## src/rtl/id_ex_stage.sv

```systemverilog
`default_nettype none
// +------------------------------------------------------------------------+
// | id_ex_stage: ID/EX pipeline register with ALU decode, operand select,  |
// | EX/MEM forwarding and load-use stall. Optional macro: FORWARDING_EN.   |
// | Revision: 1.0                                                          |
// +------------------------------------------------------------------------+
module id_ex_stage (
  input  logic        clk,
  input  logic        reset,
  input  logic        in_valid,
  output logic        in_ready,
  input  logic [31:0] in_rs1_data,
  input  logic [31:0] in_rs2_data,
  input  logic [31:0] in_imm,
  input  logic [31:0] in_pc,
  input  logic [4:0]  in_rs1,
  input  logic [4:0]  in_rs2,
  input  logic [4:0]  in_rd,
  input  logic [1:0]  in_op,
  input  logic [2:0]  in_funct3,
  input  logic        in_funct7b5,
  input  logic        in_mem_read,
  input  logic        in_mem_write,
  input  logic        in_reg_write,
  input  logic        flush,
  input  logic [31:0] ex_result,
  input  logic [4:0]  mem_rd,
  input  logic        mem_reg_write,
  input  logic [31:0] mem_result,
  output logic        out_valid,
  output logic [31:0] A,
  output logic [31:0] B,
  output logic [3:0]  ALUcontrol,
  output logic [31:0] out_store_data,
  output logic [4:0]  out_rd,
  output logic        out_mem_read,
  output logic        out_mem_write,
  output logic        out_reg_write,
  output logic        out_branch,
  output logic [31:0] out_pc
);

  localparam logic [1:0] C_OP_R   = 2'b00;
  localparam logic [1:0] C_OP_I   = 2'b01;
  localparam logic [1:0] C_OP_LS  = 2'b10;
  localparam logic [1:0] C_OP_BR  = 2'b11;

  localparam logic [3:0] C_ALU_AND = 4'b0000;
  localparam logic [3:0] C_ALU_OR  = 4'b0001;
  localparam logic [3:0] C_ALU_ADD = 4'b0010;
  localparam logic [3:0] C_ALU_XOR = 4'b0011;
  localparam logic [3:0] C_ALU_SLL = 4'b0100;
  localparam logic [3:0] C_ALU_SRL = 4'b0101;
  localparam logic [3:0] C_ALU_SUB = 4'b0110;
  localparam logic [3:0] C_ALU_SRA = 4'b0111;
  localparam logic [3:0] C_ALU_BAD = 4'b1111;

  logic        w_uses_rs2;
  logic        w_ex_wr;
  logic        w_mem_wr;
  logic        w_hazard;
  logic        w_bubble;
  logic        w_shift;
  logic [31:0] w_rs1_val;
  logic [31:0] w_rs2_val;
  logic [31:0] w_b_sel;
  logic [31:0] w_b;
  logic [3:0]  w_alu;

  // rs2 is only a real source for R-type, branches and stores
  assign w_uses_rs2 = (in_op == C_OP_R) || (in_op == C_OP_BR) ||
                      ((in_op == C_OP_LS) && in_mem_write);
  assign w_ex_wr    = out_valid && out_reg_write && (out_rd != 5'd0);
  assign w_mem_wr   = mem_reg_write && (mem_rd != 5'd0);

`ifdef FORWARDING_EN
  always_comb begin
    w_rs1_val = in_rs1_data;
    w_rs2_val = in_rs2_data;
    if (w_ex_wr && (out_rd == in_rs1))
      w_rs1_val = ex_result;
    else if (w_mem_wr && (mem_rd == in_rs1))
      w_rs1_val = mem_result;
    if (w_ex_wr && (out_rd == in_rs2))
      w_rs2_val = ex_result;
    else if (w_mem_wr && (mem_rd == in_rs2))
      w_rs2_val = mem_result;
  end

  // a load in EX has no result yet, so a dependent instruction must wait
  assign w_hazard = in_valid && out_valid && out_mem_read && (out_rd != 5'd0) &&
                    ((out_rd == in_rs1) || (w_uses_rs2 && (out_rd == in_rs2)));
`else
  logic w_unused_fwd;

  assign w_unused_fwd = ^{ex_result, mem_result};
  assign w_rs1_val    = in_rs1_data;
  assign w_rs2_val    = in_rs2_data;

  // without bypass paths, wait until the producer has left MEM
  assign w_hazard = in_valid &&
                    ((w_ex_wr && ((out_rd == in_rs1) ||
                                  (w_uses_rs2 && (out_rd == in_rs2)))) ||
                     (w_mem_wr && ((mem_rd == in_rs1) ||
                                   (w_uses_rs2 && (mem_rd == in_rs2)))));
`endif

  assign in_ready = flush || !w_hazard;
  assign w_bubble = flush || !in_valid || w_hazard;

  always_comb begin
    w_alu = C_ALU_BAD;
    case (in_op)
      C_OP_R, C_OP_I: begin
        case (in_funct3)
          3'b000:  w_alu = (in_op == C_OP_R && in_funct7b5) ? C_ALU_SUB : C_ALU_ADD;
          3'b001:  w_alu = C_ALU_SLL;
          3'b100:  w_alu = C_ALU_XOR;
          3'b101:  w_alu = in_funct7b5 ? C_ALU_SRA : C_ALU_SRL;
          3'b110:  w_alu = C_ALU_OR;
          3'b111:  w_alu = C_ALU_AND;
          default: w_alu = C_ALU_BAD;
        endcase
      end
      C_OP_LS: w_alu = C_ALU_ADD;
      C_OP_BR: w_alu = C_ALU_SUB;
      default: w_alu = C_ALU_BAD;
    endcase
  end

  assign w_shift = ((in_op == C_OP_R) || (in_op == C_OP_I)) &&
                   ((in_funct3 == 3'b001) || (in_funct3 == 3'b101));
  assign w_b_sel = ((in_op == C_OP_R) || (in_op == C_OP_BR)) ? w_rs2_val : in_imm;
  assign w_b     = w_shift ? {27'd0, w_b_sel[4:0]} : w_b_sel;

  always_ff @(posedge clk or posedge reset) begin
    if (reset) begin
      out_valid      <= 1'b0;
      A              <= 32'd0;
      B              <= 32'd0;
      ALUcontrol     <= C_ALU_BAD;
      out_store_data <= 32'd0;
      out_rd         <= 5'd0;
      out_mem_read   <= 1'b0;
      out_mem_write  <= 1'b0;
      out_reg_write  <= 1'b0;
      out_branch     <= 1'b0;
      out_pc         <= 32'd0;
    end else if (w_bubble) begin
      out_valid      <= 1'b0;
      A              <= 32'd0;
      B              <= 32'd0;
      ALUcontrol     <= C_ALU_BAD;
      out_store_data <= 32'd0;
      out_rd         <= 5'd0;
      out_mem_read   <= 1'b0;
      out_mem_write  <= 1'b0;
      out_reg_write  <= 1'b0;
      out_branch     <= 1'b0;
      out_pc         <= 32'd0;
    end else begin
      out_valid      <= 1'b1;
      A              <= w_rs1_val;
      B              <= w_b;
      ALUcontrol     <= w_alu;
      out_store_data <= w_rs2_val;
      out_rd         <= in_rd;
      out_mem_read   <= in_mem_read;
      out_mem_write  <= in_mem_write;
      out_reg_write  <= in_reg_write;
      out_branch     <= (in_op == C_OP_BR);
      out_pc         <= in_pc;
    end
  end

endmodule
`default_nettype wire

```

## config.mk

```make
export PLATFORM = sky130hd
export DESIGN_NAME = id_ex_stage
export DESIGN_NICKNAME = d
export VERILOG_FILES = /design/src/rtl/id_ex_stage.sv
export SDC_FILE = /design/constraint.sdc
export NUM_CORES = 1
export LEC_CHECK = 0
export BUFFER_PORTS_ARGS = -buffer_cell sky130_fd_sc_hd__buf_2
export CORE_AREA = 5 5 141 143
export CTS_BUF_LIST = sky130_fd_sc_hd__clkbuf_8
export DETAILED_ROUTE_END_ITERATION = 8
export DIE_AREA = 0 0 146 148
export GPL_TIMING_DRIVEN = 0
export SLEW_MARGIN = 5
export SYNTH_ARGS = -nofsm -noshare
export SYNTH_HDL_FRONTEND = slang
export SYNTH_SLANG_ARGS = --single-unit
```

## constraint.sdc

```tcl
create_clock -name clk -period 4.7 [get_ports clk]
set_input_delay 0.94 -clock clk [delete_from_list [all_inputs] [get_ports clk]]
set_output_delay 0.94 -clock clk [all_outputs]
set_load 0.01 [all_outputs]
```

# Word-level counts from Yosys, hierarchy flattened
# Index checks and enable logic that the tools add are counted.
[word_totals]
output_inout_bits = 143
elab_cells = 68
in_bits = 226
register_bits = 142
[op_classes]
n_eq_ne = 12
n_mux = 17
reduce_logical = 28
[op_table]
columns = ["operator", "count"]
rows = [
  ["2-to-1 mux 32 bit", 6],
  ["case mux 4 bit (6 select lines)", 1],
  ["== test 5 bit", 4],
  ["== test 3 bit, second input constant", 4],
  ["case mux 4 bit (3 select lines)", 1],
  ["logical AND 1 bit", 11],
  ["logical OR 1 bit", 10],
  ["nonzero test 5 bit", 2],
  ["2-to-1 mux 1 bit", 5],
  ["2-to-1 mux 5 bit", 1],
  ["== test 2 bit, second input constant", 2],
  ["2-to-1 mux 4 bit", 1],
  ["== test 3 x 1 -> 1 bit, second input constant", 1],
  ["zero test 3 bit", 1],
  ["2-to-1 mux 3 bit", 1],
  ["== test 2 x 1 -> 1 bit, second input constant", 1],
  ["zero test 1 bit", 2],
  ["zero test 2 bit", 1],
  ["2-to-1 mux 2 bit", 1],
  ["OR reduction 2 bit", 1],
]

# Depth between registers and ports, before layout
[logic_depth]
depth_word = 10
mapped_depth = 10
mapped_depth_nobuf = 7

# Least setup slack after synthesis
# OpenSTA, ideal clock, no wires.
[synth_path]
path_kind = "input to output"
startpoint = "input in_op[0]"
endpoint = "output in_ready"
arrival_time_ns = 2.471
required_ns = 3.760
path_buffers = 2
setup_slack_ns = 1.289
stages = 9
cell_sequence = "inv_1 -> ha_1 -> buf_2 -> a21boi_0 -> nor4_1 -> a22oi_1 -> o32a_4 -> buf_12 -> nand2b_1"
[synth_between]
elab_chain_len = 10
elab_cells_between_ends = 16
cone_classes = "eq/ne (2); reduce/logical (14)"
[synth_lines]
columns = ["item", "line", "rtl"]
rows = [
  ["start, declared", "19", "input logic [1:0] in_op,"],
  ["== test 2 bit (tied with other cells)", "71", "assign w_uses_rs2 = (in_op == C_OP_R) || (in_op == C_OP_BR) ||"],
  ["logical OR 1 bit / logical AND 1 bit (equally long branches)", "71, 72", ""],
  ["logical OR 1 bit (*)", "71", ""],
  ["logical AND 1 bit (on tied branches)", "103, 105", ""],
  ["logical OR 1 bit (on tied branches)", "102, 104", ""],
  ["logical AND 1 bit (on tied branches)", "102, 104", ""],
  ["logical OR 1 bit (*)", "103", "(w_uses_rs2 && (out_rd == in_rs2)))) ||"],
  ["logical AND 1 bit (*)", "101", "assign w_hazard = in_valid &&"],
  ["zero test 1 bit (*)", "108", "assign in_ready = flush || !w_hazard;"],
  ["logical OR 1 bit (*)", "108", ""],
  ["end, declared", "11", "output logic in_ready,"],
]
# Mark *: on every way between the ends. The rest lies on a longest branch, timed or not.

# Worst setup path in the final report
# Same ends and word-level chain as after synthesis.

==> reports/results.ini <==
[floorplanning]
rows=50
io_pins=369
start_util_pct=30.06
core_area_um2=18460
die_h_um=148
die_x_um=146
die-area_um2=21610

[sta]
period_minus_slack_ps=4030
setup_slack_ps=669.7
rsz0062_at_grt=false
setup_viol=0
timing.hold.ws_ps=534.9
worst_slew_pin_slew_ps=911.5
max_freq_ghz=0.2481
post-route-period-util_pct=85.75
setup_tns_ps=0
relSlewSlack_pct=38.83
hold_viol_final=0
maxSlewViolCount=0
final.setup_skew_ps=16.40

[synth]
ys_types=33
syn_inst=413
ys_seq_area_share_pct=64.14
synth_flop_cell=dfrtp_1
yosys_warnings=0
synth_seq_cells=142
synth-async-reset-ratio_pct=100.0
synth-edff-count=0
synth_area_per_cell_um2=13.43
syn_area_um2=5548
syn-num-nets=643

[worst_setup_path]
cp.required_ps=3760
crit_type=in2out
r2r_cells=7
reg2reg_slack_ps=2580
r2r_start=out_rd[2]$_DFF_PP0_
cpMaxStageDelayCell=nor4_1
worst_setup_path_end_kind=output port
path_cells=buf_2 > inv_1 > ha_1 > buf_2 > a21boi_0 > nor4_1 > a22oi_1 > o32a_4 > buf_12 > nand2b_1 > buf_2
critPathMaxFanout=10
crit_path_max_incr_delay_ps=350
rr_endpoint=A[16]$_DFF_PP0_
cp.arrival_ps=3090
cp_common_cell=buf_2
critPathLaunchType=primary input

[pwr]
power_density_nw_per_um2=333.4
irDropWorstVdd_mv=0.1402
p_leak_nw=4.655

[layout]
final_layout_size_suffix_gt1_share_pct=52.06
final_area_um2=7836
n_antenna_cell=0
multi_input_area_um2=1738
seq_area_um2=3558
n_fill_cell=1800
area_growth_pct=41.25
fin_util_pct=42.46
fin_nets=970

[status]
status=finished, final reports clean

[clock_network]
cts_tree=built
htree_levels=4
path_clk_slew_ps=80
numCtsBuffers=17
cts_sinks=142
cts_buffer_depth=2
cts-resized-gates=0
postCtsSetupBuffers=0
clk_latency_ps=440
cts_root_buf=clkbuf_8
hold_buffers=0

[place]
place_area_um2=7446
dp_hpwl_mm=13.69
portBuffers=304
dp_slack_ps=678.6
gp_congestion=0.8177

[grt]
antenna_found_initial=1
grt_first_pass_wirelength_mm=27.26
grt_pass1_vias=4642
overflow=0
track_usage_pct=16.33
grt_start_max_net_pins=38

[detailed_routing]
routed.top_layer=met5
met3_length_mm=1.362
wl_met2_mm=8.817
num_vias=4419
ant_nets=0
dr.pass1.iters=7
drc_errors=0
drt-met1-wl_mm=7.217
drt_first_iter_violations=132
wl_mm=17.72
viasPerCell=4.477
wl_per_cell_um=17.95

[hold_path]
hp-class=in2async

[flow_run]
drv_cap=0

## power by group
group	switching, W	internal (W)	total (W)
clock network	0.000509	0.000456	0.000966
logic	0.000187	0.000171	0.000358
registers	0.0000142	0.00127	0.00129
## flip-flops by register name (all words and copies together), names as in the netlist
name	cells
A	32
B	32
out_pc	32
out_store_data	32
out_rd	5
ALUcontrol	4
out_branch	1
out_mem_read	1
out_mem_write	1
out_reg_write	1
out_valid	1
## synth_stat cells, types with 2 or more instances
| master | number | area share (%) |
|---|---|---|
| nand3_1 | 4 | 0.36 |
| or4_1 | 2 | 0.27 |
| dfstp_2 | 4 | 1.9 |
| ha_1 | 4 | 0.90 |
| xor2_1 | 20 | 3.2 |
| clkbuf_2 | 4 | 0.36 |
| nor3_1 | 2 | 0.18 |
| buf_8 | 7 | 1.9 |
| nor2_1 | 7 | 0.47 |
| dfrtp_1 | 138 | 62 |
| and3_1 | 110 | 12 |
| mux2_2 | 32 | 6.5 |
| inv_1 | 3 | 0.20 |
| a22oi_1 | 2 | 0.27 |
| nand2_1 | 5 | 0.34 |
| nor2b_1 | 2 | 0.23 |
| clkbuf_1 | 24 | 1.6 |
| and4_1 | 27 | 4.3 |
| o21ai_1 | 2 | 0.18 |
## worst max-delay path: cells and delay by family
family	cells	cell delay [ps]
compound gates	3	640
fa+ha+maj	1	290
buf+inv	5	710
simple gates	2	480
## cell usage in the layout (no fill, tap or decap), types with 3 or more instances in the layout
| master | n |
|---|---|
| mux2_2 | 32 |
| buf_8 | 7 |
| nand2_1 | 5 |
| xor2_1 | 20 |
| nor2_1 | 7 |
| clkinvlp_4 | 3 |
| dfstp_2 | 4 |
| clkbuf_2 | 4 |
| and3_1 | 110 |
| ha_1 | 4 |
| clkbuf_1 | 24 |
| and4_1 | 27 |
| buf_12 | 5 |
| inv_6 | 4 |
| buf_2 | 305 |
| nand3_1 | 4 |
| clkinv_4 | 5 |
| dfrtp_1 | 138 |
| clkbuf_8 | 19 |
## layer usage
metal | track usage (%) | vias to the layer above
met5 | 0 | -
met4 | 5.409 | 2
met3 | 5.487 | 22
met2 | 27.47 | 183
met1 | 19.84 | 2101
li1 | - | 2111
## worst max-delay path by stage
stage	startpoint	depth (start not counted)	slack (ps)	end
floorplan	in_op[0]	9	1290	in_ready
global placement	in_op[0]	11	690	in_ready
detailed placement	in_op[0]	11	680	in_ready
CTS	in_op[0]	11	670	in_ready
global route	in_op[0]	11	550	in_ready
finish	in_op[0]	11	670	in_ready
## final cells by class
type,count,area share [%]
Timing Repair Buffer,308,20.44
Clock inverter,13,1.645
Buffer,37,3.066
Sequential cell,142,45.41
Inverter,3,0.1916
Multi-Input combinational cell,231,22.18
Tap cell,234,3.736
Clock buffer,19,3.337
## stage by stage
| step | cells | total power, W |
|---|---|---|
| floorplan | 413 | 0.001489 |
| CTS | 987 | 0.002655 |
| detailed placement | 955 | 0.001677 |
| finish | 987 | 0.002612 |
| global placement | 951 | 0.001667 |
| global route | 987 | 0.002739 |
## logic make-up (layout without fill, tap and decap cells)
| family | Yosys count | count (layout) | share of synthesized area (%) |
|---|---|---|---|
| DFF | 142 | 142 | 64.14 |
| buffers and inverters | 40 | 380 | 4.533 |
| AOI/OAI and AO/OA | 10 | 10 | 1.443 |
| and+or+nand+nor | 165 | 165 | 19.33 |
| muxes | 32 | 32 | 6.495 |
| adders and majority gates | 4 | 4 | 0.9022 |
| xor gates and xnor gates | 20 | 20 | 3.157 |
(Power assumes the default switching activity.)
